### src/rtl/tx_fifo_frame_reader_if.sv
`default_nettype none
// ============================================================================
// Module      : tx_fifo_frame_reader_if
// Description : Bundles the TX FIFO read port and the MAC transmit word
//               stream used by tx_fifo_frame_reader.
//               master : frame reader side (pops FIFO, drives tx stream)
//               slave  : environment side (FIFO + MAC transmit path)
//   fifo_rdempty  FIFO empty flag
//   fifo_q        FIFO read data, valid the cycle after fifo_rdreq
//   fifo_rdreq    FIFO pop request
//   tx_rdy        downstream accepts the current word this cycle
//   tx_val/tx_data/tx_sop/tx_eop/tx_mod  transmit word and framing
// Revision    : 1.0 - initial release
// ============================================================================
interface tx_fifo_frame_reader_if #(
  parameter int WIDTH = 64
);
  logic             fifo_rdempty;
  logic [WIDTH-1:0] fifo_q;
  logic             fifo_rdreq;
  logic             tx_rdy;
  logic             tx_val;
  logic [WIDTH-1:0] tx_data;
  logic             tx_sop;
  logic             tx_eop;
  logic [2:0]       tx_mod;

  modport master (
    input  fifo_rdempty, fifo_q, tx_rdy,
    output fifo_rdreq, tx_val, tx_data, tx_sop, tx_eop, tx_mod
  );

  modport slave (
    output fifo_rdempty, fifo_q, tx_rdy,
    input  fifo_rdreq, tx_val, tx_data, tx_sop, tx_eop, tx_mod
  );
endinterface
`default_nettype wire

### src/rtl/tx_fifo_frame_reader.sv
`default_nettype none
// ============================================================================
// Module      : tx_fifo_frame_reader
// Description : Read side of the TX data FIFO. Pops length-prefixed frames
//               (one header word holding the byte length, then ceil(len/8)
//               data words) and presents them as a valid/ready word stream
//               with sop/eop/mod framing. A 2-entry output buffer absorbs
//               the FIFO's one-cycle read latency.
//   clk      read-side clock (FIFO rdclk)
//   reset_   asynchronous active-low reset
//   bus      FIFO read port + transmit stream (master modport)
//   hdr_err  one-cycle pulse when a header is discarded
//   frm_cnt  frames fully transferred (eop accepted), wraps at 2^32
// Revision    : 1.0 - initial release
// ============================================================================
module tx_fifo_frame_reader #(
  parameter int WIDTH   = 64,
  parameter int MAX_LEN = 9600,
  parameter int LEN_W   = 14
) (
  input  wire                     clk,
  input  wire                     reset_,
  tx_fifo_frame_reader_if.master  bus,
  output logic                    hdr_err,
  output logic [31:0]             frm_cnt
);

  // Buffer entry layout: {data, sop, eop, mod}
  localparam int               c_EW      = WIDTH + 5;
  localparam int               c_WL_W    = LEN_W - 2;
  localparam logic [LEN_W-1:0] c_MAX_LEN = LEN_W'(MAX_LEN);

  typedef enum logic [1:0] {
    S_IDLE     = 2'd0,
    S_HDR_WAIT = 2'd1,
    S_DATA     = 2'd2
  } state_t;

  state_t              r_state, w_state_nxt;
  logic                r_armed;
  logic                r_inflight;
  logic                r_if_data;
  logic                r_if_sop;
  logic                r_if_eop;
  logic [c_WL_W-1:0]   r_words_left;
  logic [2:0]          r_last_mod;
  logic                r_first;
  logic [1:0]          r_occ;
  logic [c_EW-1:0]     r_ent0, r_ent1;

  logic                w_pop, w_push, w_eop_pop;
  logic [1:0]          w_level;
  logic                w_room, w_can_rd;
  logic                w_rdreq, w_data_rd, w_hdr_load, w_hdr_drop;
  logic [LEN_W-1:0]    w_len;
  logic [LEN_W:0]      w_len_sum;
  logic                w_hdr_bad;
  logic [c_EW-1:0]     w_new;

  assign w_pop     = (r_occ != 2'd0) & bus.tx_rdy;
  assign w_eop_pop = w_pop & r_ent0[3];
  assign w_push    = r_if_data;

  // Buffer slots committed after this cycle's pop; counting the pop lets
  // reads stream back to back while the head is drained every cycle.
  assign w_level  = r_occ + {1'b0, r_inflight} - {1'b0, w_pop};
  assign w_room   = (w_level < 2'd2);
  // r_armed keeps rdreq low through reset and the first cycle after release.
  assign w_can_rd = r_armed & ~bus.fifo_rdempty & w_room;

  assign w_len     = bus.fifo_q[LEN_W-1:0];
  assign w_len_sum = {1'b0, w_len} + (LEN_W+1)'(7);
  assign w_hdr_bad = (w_len == '0) | (w_len > c_MAX_LEN);

  assign w_new = {bus.fifo_q, r_if_sop, r_if_eop, (r_if_eop ? r_last_mod : 3'd0)};

  always_comb begin
    w_state_nxt = r_state;
    w_rdreq     = 1'b0;
    w_data_rd   = 1'b0;
    w_hdr_load  = 1'b0;
    w_hdr_drop  = 1'b0;
    case (r_state)
      S_IDLE: begin
        if (w_can_rd) begin
          w_rdreq     = 1'b1;
          w_state_nxt = S_HDR_WAIT;
        end
      end
      S_HDR_WAIT: begin
        if (w_hdr_bad) begin
          w_hdr_drop  = 1'b1;
          w_state_nxt = S_IDLE;
        end else begin
          w_hdr_load  = 1'b1;
          w_state_nxt = S_DATA;
        end
      end
      S_DATA: begin
        if (r_words_left != '0) begin
          if (w_can_rd) begin
            w_rdreq   = 1'b1;
            w_data_rd = 1'b1;
          end
        end else if (w_eop_pop) begin
          // Next header may be fetched in the same cycle eop leaves.
          if (w_can_rd) begin
            w_rdreq     = 1'b1;
            w_state_nxt = S_HDR_WAIT;
          end else begin
            w_state_nxt = S_IDLE;
          end
        end
      end
      default: w_state_nxt = S_IDLE;
    endcase
  end

  always_ff @(posedge clk or negedge reset_) begin
    if (!reset_) begin
      r_state      <= S_IDLE;
      r_armed      <= 1'b0;
      r_inflight   <= 1'b0;
      r_if_data    <= 1'b0;
      r_if_sop     <= 1'b0;
      r_if_eop     <= 1'b0;
      r_words_left <= '0;
      r_last_mod   <= 3'd0;
      r_first      <= 1'b0;
      hdr_err      <= 1'b0;
      frm_cnt      <= 32'd0;
    end else begin
      r_state    <= w_state_nxt;
      r_armed    <= 1'b1;
      r_inflight <= w_rdreq;
      r_if_data  <= w_data_rd;
      r_if_sop   <= r_first;
      r_if_eop   <= (r_words_left == c_WL_W'(1));
      hdr_err    <= w_hdr_drop;
      if (w_hdr_load) begin
        r_words_left <= w_len_sum[LEN_W:3];
        r_last_mod   <= w_len[2:0];
        r_first      <= 1'b1;
      end else if (w_data_rd) begin
        r_words_left <= r_words_left - c_WL_W'(1);
        r_first      <= 1'b0;
      end
      if (w_eop_pop) begin
        frm_cnt <= frm_cnt + 32'd1;
      end
    end
  end

  // Two-entry buffer, entry 0 is the head. The head only changes on a pop
  // or when the buffer is empty, so stalled outputs hold stable.
  always_ff @(posedge clk or negedge reset_) begin
    if (!reset_) begin
      r_occ  <= 2'd0;
      r_ent0 <= '0;
      r_ent1 <= '0;
    end else begin
      case ({w_push, w_pop})
        2'b10: begin
          if (r_occ == 2'd0) r_ent0 <= w_new;
          else               r_ent1 <= w_new;
          r_occ <= r_occ + 2'd1;
        end
        2'b01: begin
          r_ent0 <= r_ent1;
          r_occ  <= r_occ - 2'd1;
        end
        2'b11: begin
          if (r_occ == 2'd1) begin
            r_ent0 <= w_new;
          end else begin
            r_ent0 <= r_ent1;
            r_ent1 <= w_new;
          end
        end
        default: ;
      endcase
    end
  end

  assign bus.fifo_rdreq = w_rdreq;
  assign bus.tx_val     = (r_occ != 2'd0);
  assign bus.tx_data    = r_ent0[c_EW-1:5];
  assign bus.tx_sop     = r_ent0[4];
  assign bus.tx_eop     = r_ent0[3];
  assign bus.tx_mod     = r_ent0[2:0];

endmodule
`default_nettype wire

### src/flat_wrapper.sv
// flat-port wrapper written by rule: the top's interface ports become plain ports
module tx_fifo_frame_reader_flat 
#(
  parameter int WIDTH   = 64,
  parameter int MAX_LEN = 9600,
  parameter int LEN_W   = 14
)
  (clk, reset_, hdr_err, frm_cnt, bus_fifo_rdempty, bus_fifo_q, bus_tx_rdy, bus_fifo_rdreq, bus_tx_val, bus_tx_data, bus_tx_sop, bus_tx_eop, bus_tx_mod);
  tx_fifo_frame_reader_if #(.WIDTH(WIDTH)) bus_i ();
  input  wire clk;
  input  wire reset_;
  output logic hdr_err;
  output logic [31:0] frm_cnt;
  input wire logic [$bits(bus_i.fifo_rdempty)-1:0] bus_fifo_rdempty;
  input wire logic [$bits(bus_i.fifo_q)-1:0] bus_fifo_q;
  input wire logic [$bits(bus_i.tx_rdy)-1:0] bus_tx_rdy;
  output wire logic [$bits(bus_i.fifo_rdreq)-1:0] bus_fifo_rdreq;
  output wire logic [$bits(bus_i.tx_val)-1:0] bus_tx_val;
  output wire logic [$bits(bus_i.tx_data)-1:0] bus_tx_data;
  output wire logic [$bits(bus_i.tx_sop)-1:0] bus_tx_sop;
  output wire logic [$bits(bus_i.tx_eop)-1:0] bus_tx_eop;
  output wire logic [$bits(bus_i.tx_mod)-1:0] bus_tx_mod;
  assign bus_i.fifo_rdempty = bus_fifo_rdempty;
  assign bus_i.fifo_q = bus_fifo_q;
  assign bus_i.tx_rdy = bus_tx_rdy;
  assign bus_fifo_rdreq = bus_i.fifo_rdreq;
  assign bus_tx_val = bus_i.tx_val;
  assign bus_tx_data = bus_i.tx_data;
  assign bus_tx_sop = bus_i.tx_sop;
  assign bus_tx_eop = bus_i.tx_eop;
  assign bus_tx_mod = bus_i.tx_mod;
  tx_fifo_frame_reader #(.WIDTH(WIDTH), .MAX_LEN(MAX_LEN), .LEN_W(LEN_W)) u_core (.clk(clk), .reset_(reset_), .bus(bus_i), .hdr_err(hdr_err), .frm_cnt(frm_cnt));
endmodule
### config.mk
export PLATFORM = sky130hd
export DESIGN_NAME = tx_fifo_frame_reader_flat
export DESIGN_NICKNAME = d
export VERILOG_FILES = /design/src/rtl/tx_fifo_frame_reader_if.sv /design/src/rtl/tx_fifo_frame_reader.sv /design/src/flat_wrapper.sv
export SDC_FILE = /design/constraint.sdc
export NUM_CORES = 1
export LEC_CHECK = 0
export BUFFER_PORTS_ARGS = -buffer_cell sky130_fd_sc_hd__clkbuf_2
export CORE_UTILIZATION = 45
export CTS_CLUSTER_SIZE = 20
export DETAILED_ROUTE_END_ITERATION = 7
export GPL_TIMING_DRIVEN = 0
export PLACE_DENSITY_LB_ADDON = 0.05
export SYNTH_ARGS = -nofsm -noshare
export SYNTH_HDL_FRONTEND = slang
export SYNTH_SLANG_ARGS = --single-unit
export TNS_END_PERCENT = 20
### constraint.sdc
create_clock -name clk -period 4.2 [get_ports clk]
set_clock_uncertainty 0.15 [all_clocks]
set_input_delay 0.42 -clock clk [delete_from_list [all_inputs] [get_ports clk]]
set_output_delay 0.42 -clock clk [all_outputs]
set_load 0.1 [all_outputs]
==> metrics <==
number of iterations in the first detailed-routing pass 5; Final Wtd Congestion 0.791; crit end category output port; hold path depth 2; Area growth syn-to-layout 21.1%; CTS tree yes; Post-synth EDFFs 0; Post-route DRC 0; Yosys warnings 0; Max rail drop VDD 0.000658 V; vias in the first global route 6,434; unrepaired setup endpoints after global routing no; share of power burned in the clock network 0.193; Register-to-Register Path Depth 9; type of the worst setup path flip-flop to output port; number of pins with negative max-slew slack in the final report 0; area fraction in and, or, nand and nor cells after synthesis 0.112; number of distinct standard cells referenced by the synthesized netlist 53; crit start category flip-flop; compound-cell area share of the yosys netlist 0.123; pre-CTS setup slack 0.835 ns; CTS clock-pin slew for the worst setup and hold paths 0.08 ns; shortest clock period the worst path allows after layout 3.57 ns; Worst Path Required 3.63 ns; hold violation total from the final report 0; fraction of layout instances using a drive strength above 1 0.297; logic depth of the worst path, buffers included 7; # rows 49; total leakage power 4.82 nW; worst min-delay path category primary input to flip-flop; H-tree levels 4; maximum fanout along the worst path 10; sequential cell area fraction in the yosys report 0.578; final hold slack 0.0856 ns; post-CTS setup buffers 0; highest cell delay on the worst timing path 0.53 ns; number of gates resized after CTS 0; primary flip-flop cell chosen by synthesis mapping sky130_fd_sc_hd__dfrtp_1; die area 19,400 um2; num ports 172; hold buffer count at CTS 1; Antenna diodes 0; combinational group share of total power 0.467; sum of routed wire length over all layers 20.1 mm; violation count after the first detailed-routing iteration 357; Synth area leaders sky130_fd_sc_hd__dfrtp_1 58%, sky130_fd_sc_hd__mux2_2 8.9%, sky130_fd_sc_hd__a22oi_1 5.9%, sky130_fd_sc_hd__nand2_1 4.7%, sky130_fd_sc_hd__o21ai_0 3.8%; number of nets in the layout 1,013; total of max-cap violations 0; number of vias per cell after detailed routing 5.42; Slew headroom 0.261; largest net degree at the start of global routing 118; proportion of power drawn by flip-flops and latches 0.340; Power Density 864 nW/um2; period utilization 0.849; core region area 18,200 um2; adder-cell share of the synthesized area 0.0103; master cell of the clock root buffer sky130_fd_sc_hd__clkbuf_16; area share of the largest cell type after synthesis 0.578; number of nets with antenna violations after routing 0; global-route wire length before repair 33.4 mm; maximum buffer depth of the clock tree 2; number of CTS-inserted buffers 17; # setup viols final 0; number of cells produced by synthesis 750; Die Width 139 um; XOR/XNOR share of the synthesized area 0.0506; slowest CP cell sky130_fd_sc_hd__mux2i_2; Die Y-Extent 139 um; Clk Latency, worst-skew pair 0.43 ns; Total Power 8.87 mW; Layout Cell Area excl Fill 10,300 um2; data arrival time of the critical path 3.00 ns; starting density of the core 0.466; GR Util All Layers 0.216; sw power 4.41 mW; Post-DP Area 9640 um2; measured slew at the worst slew-check pin 1.11 ns; final core area utilization 0.564; P_int 4.47 mW; total of buffers placed on input and output ports 167; Post-Synthesis Net Count 825; main combinational cell family by area after synthesis compound AO/OA/AOI/OAI gates; via count of the routed design 6,399; DPL Wire Length 14.4 mm; share of total power consumed by net switching 0.497; worst setup slack after layout 0.635 ns; outcome finished, final reports clean; leading area contributor after synthesis sky130_fd_sc_hd__dfrtp_1; Fmax 0.280 GHz; mean routed wirelength per cell 17.0 um; TritonCTS Sinks 196; cell family contributing the most delay on the critical path buffers and inverters; FFs w/ async S/R, synth 1.00; crit path buf inv count 2; flops & latches, synth 196; gr ovfl total 0; initial antenna violation count 0; mean cell area of the mapped netlist 11.3 um2; synthesized area 8480 um2; mux cell area share after synthesis 0.0972; critical path cell sequence inv_1, ha_1, or4b_1, o21ai_2, mux2i_2, o21a_1, clkbuf_2
[state kept, by name (all words and copies together), names as in the netlist]
register and cells:
u_core.frm_cnt 32, u_core.hdr_err 1, u_core.r_armed 1, u_core.r_ent0 69, u_core.r_ent1 69, u_core.r_first 1
u_core.r_if_data 1, u_core.r_if_eop 1, u_core.r_if_sop 1, u_core.r_inflight 1, u_core.r_last_mod 3, u_core.r_occ 2
u_core.r_state 2, u_core.r_words_left 12
[worst register-to-register path, cell delays in order (launching register included)]
cell and delay [ns]:
sky130_fd_sc_hd__dfrtp_1 0.44, sky130_fd_sc_hd__inv_1 0.09, sky130_fd_sc_hd__ha_1 0.23, sky130_fd_sc_hd__inv_2 0.06, sky130_fd_sc_hd__nand2_1 0.17, sky130_fd_sc_hd__ha_1 0.19, sky130_fd_sc_hd__nand2_1 0.05, sky130_fd_sc_hd__a21oi_1 0.86
sky130_fd_sc_hd__clkbuf_1 0.57, sky130_fd_sc_hd__mux2_2 0.41
[layer usage]
layer  wire (um)  vias to the layer above  GRT usage
met5           0                        -          0
li1            -                     3029          -
met1        9230                     3169      0.294
met4         206                        0     0.0532
met3        1120                       17     0.0568
met2        9510                      184      0.346
[placed cells by master, fill, tap and decap left out, types with 3 or more instances in the layout]
master	netlist	routed
sky130_fd_sc_hd__nor3_1	7	7
sky130_fd_sc_hd__a32oi_1	3	3
sky130_fd_sc_hd__nand2_1	106	106
sky130_fd_sc_hd__nor4_1	4	4
sky130_fd_sc_hd__o21ai_1	11	11
sky130_fd_sc_hd__xor2_1	19	19
sky130_fd_sc_hd__buf_2	6	6
sky130_fd_sc_hd__ha_1	7	7
sky130_fd_sc_hd__clkbuf_1	41	41
sky130_fd_sc_hd__inv_1	9	9
sky130_fd_sc_hd__xnor2_1	30	30
sky130_fd_sc_hd__dfrtp_1	196	196
sky130_fd_sc_hd__mux2i_1	3	3
sky130_fd_sc_hd__inv_6	0	6
sky130_fd_sc_hd__bufinv_16	0	3
sky130_fd_sc_hd__nor2_1	19	19
sky130_fd_sc_hd__clkbuf_2	0	166
sky130_fd_sc_hd__mux2_2	67	67
sky130_fd_sc_hd__and2_1	5	5
sky130_fd_sc_hd__a21oi_1	6	6
sky130_fd_sc_hd__a22oi_1	67	67
sky130_fd_sc_hd__nand3_1	24	24
sky130_fd_sc_hd__nand4_1	11	11
sky130_fd_sc_hd__and3_1	4	4
sky130_fd_sc_hd__o21ai_0	64	64
sky130_fd_sc_hd__and4_1	5	5
sky130_fd_sc_hd__clkbuf_16	0	17
[cells in the mapped netlist, types with 11 or more instances]
master,count
sky130_fd_sc_hd__a22oi_1,67
sky130_fd_sc_hd__clkbuf_1,41
sky130_fd_sc_hd__dfrtp_1,196
sky130_fd_sc_hd__mux2_2,67
sky130_fd_sc_hd__nand2_1,106
sky130_fd_sc_hd__nand3_1,24
sky130_fd_sc_hd__nand4_1,11
sky130_fd_sc_hd__nor2_1,19
sky130_fd_sc_hd__o21ai_0,64
sky130_fd_sc_hd__o21ai_1,11
sky130_fd_sc_hd__xnor2_1,30
sky130_fd_sc_hd__xor2_1,19
[cells by family after synthesis]
group / after synthesis
AND/OR/NAND/NOR: 202
flip-flops: 196
AO/OA/AOI/OAI: 163
multiplexers: 73
buffers and inverters: 59
XOR/XNOR: 49
adder cells (fa/ha/maj): 7
other: 1
[metrics by stage]
| stage | cells | TNS (ns) |
|---|---|---|
| final | 1180 | 0 |
| after global routing | 1180 | 0 |
| after CTS | 1180 | 0 |
| after detailed placement | 1147 | 0 |
| after global placement | 1146 | -199.97 |
| after floorplan | 750 | 0 |
[power groups by stage]
stage          clock (mW)  combinational [mW]  sequential (mW)
6_report             1.71                4.14             3.01
5_1_grt              1.83                4.41             3.11
4_1_cts              1.75                4.17             3.01
3_5_place_dp            0                4.16             3.04
3_3_place_gp            0                4.09             3.00
2_1_floorplan           0                1.32             5.02
[path summary, 6_finish.rpt]
path / startpoint / to / slack [ns]
setup / recovery: u_core.r_occ[0] / bus_fifo_rdreq / 0.63
min in group asynchronous: reset_ / u_core.frm_cnt[20] / 0.45
hold / removal: bus_fifo_q[17] / u_core.r_ent1[22] / 0.09
setup reg to reg: u_core.r_occ[0] / u_core.r_ent1[23] / 0.87
max in group asynchronous: reset_ / u_core.r_ent1[18] / 2.44
hold reg to reg: u_core.r_first / u_core.r_if_sop / 0.25
[layout make-up]
type / count / area [um2]
plain buffers: 48 / 195
clock buffers: 17 / 425
clock inverters: 15 / 196
fillers: 1587 / 7940
inverters: 11 / 41.3
multi-input cells: 495 / 3340
flip-flops and latches: 196 / 4900
well taps: 229 / 287
repair buffers: 169 / 882
Power figures use the tool's default switching activity.
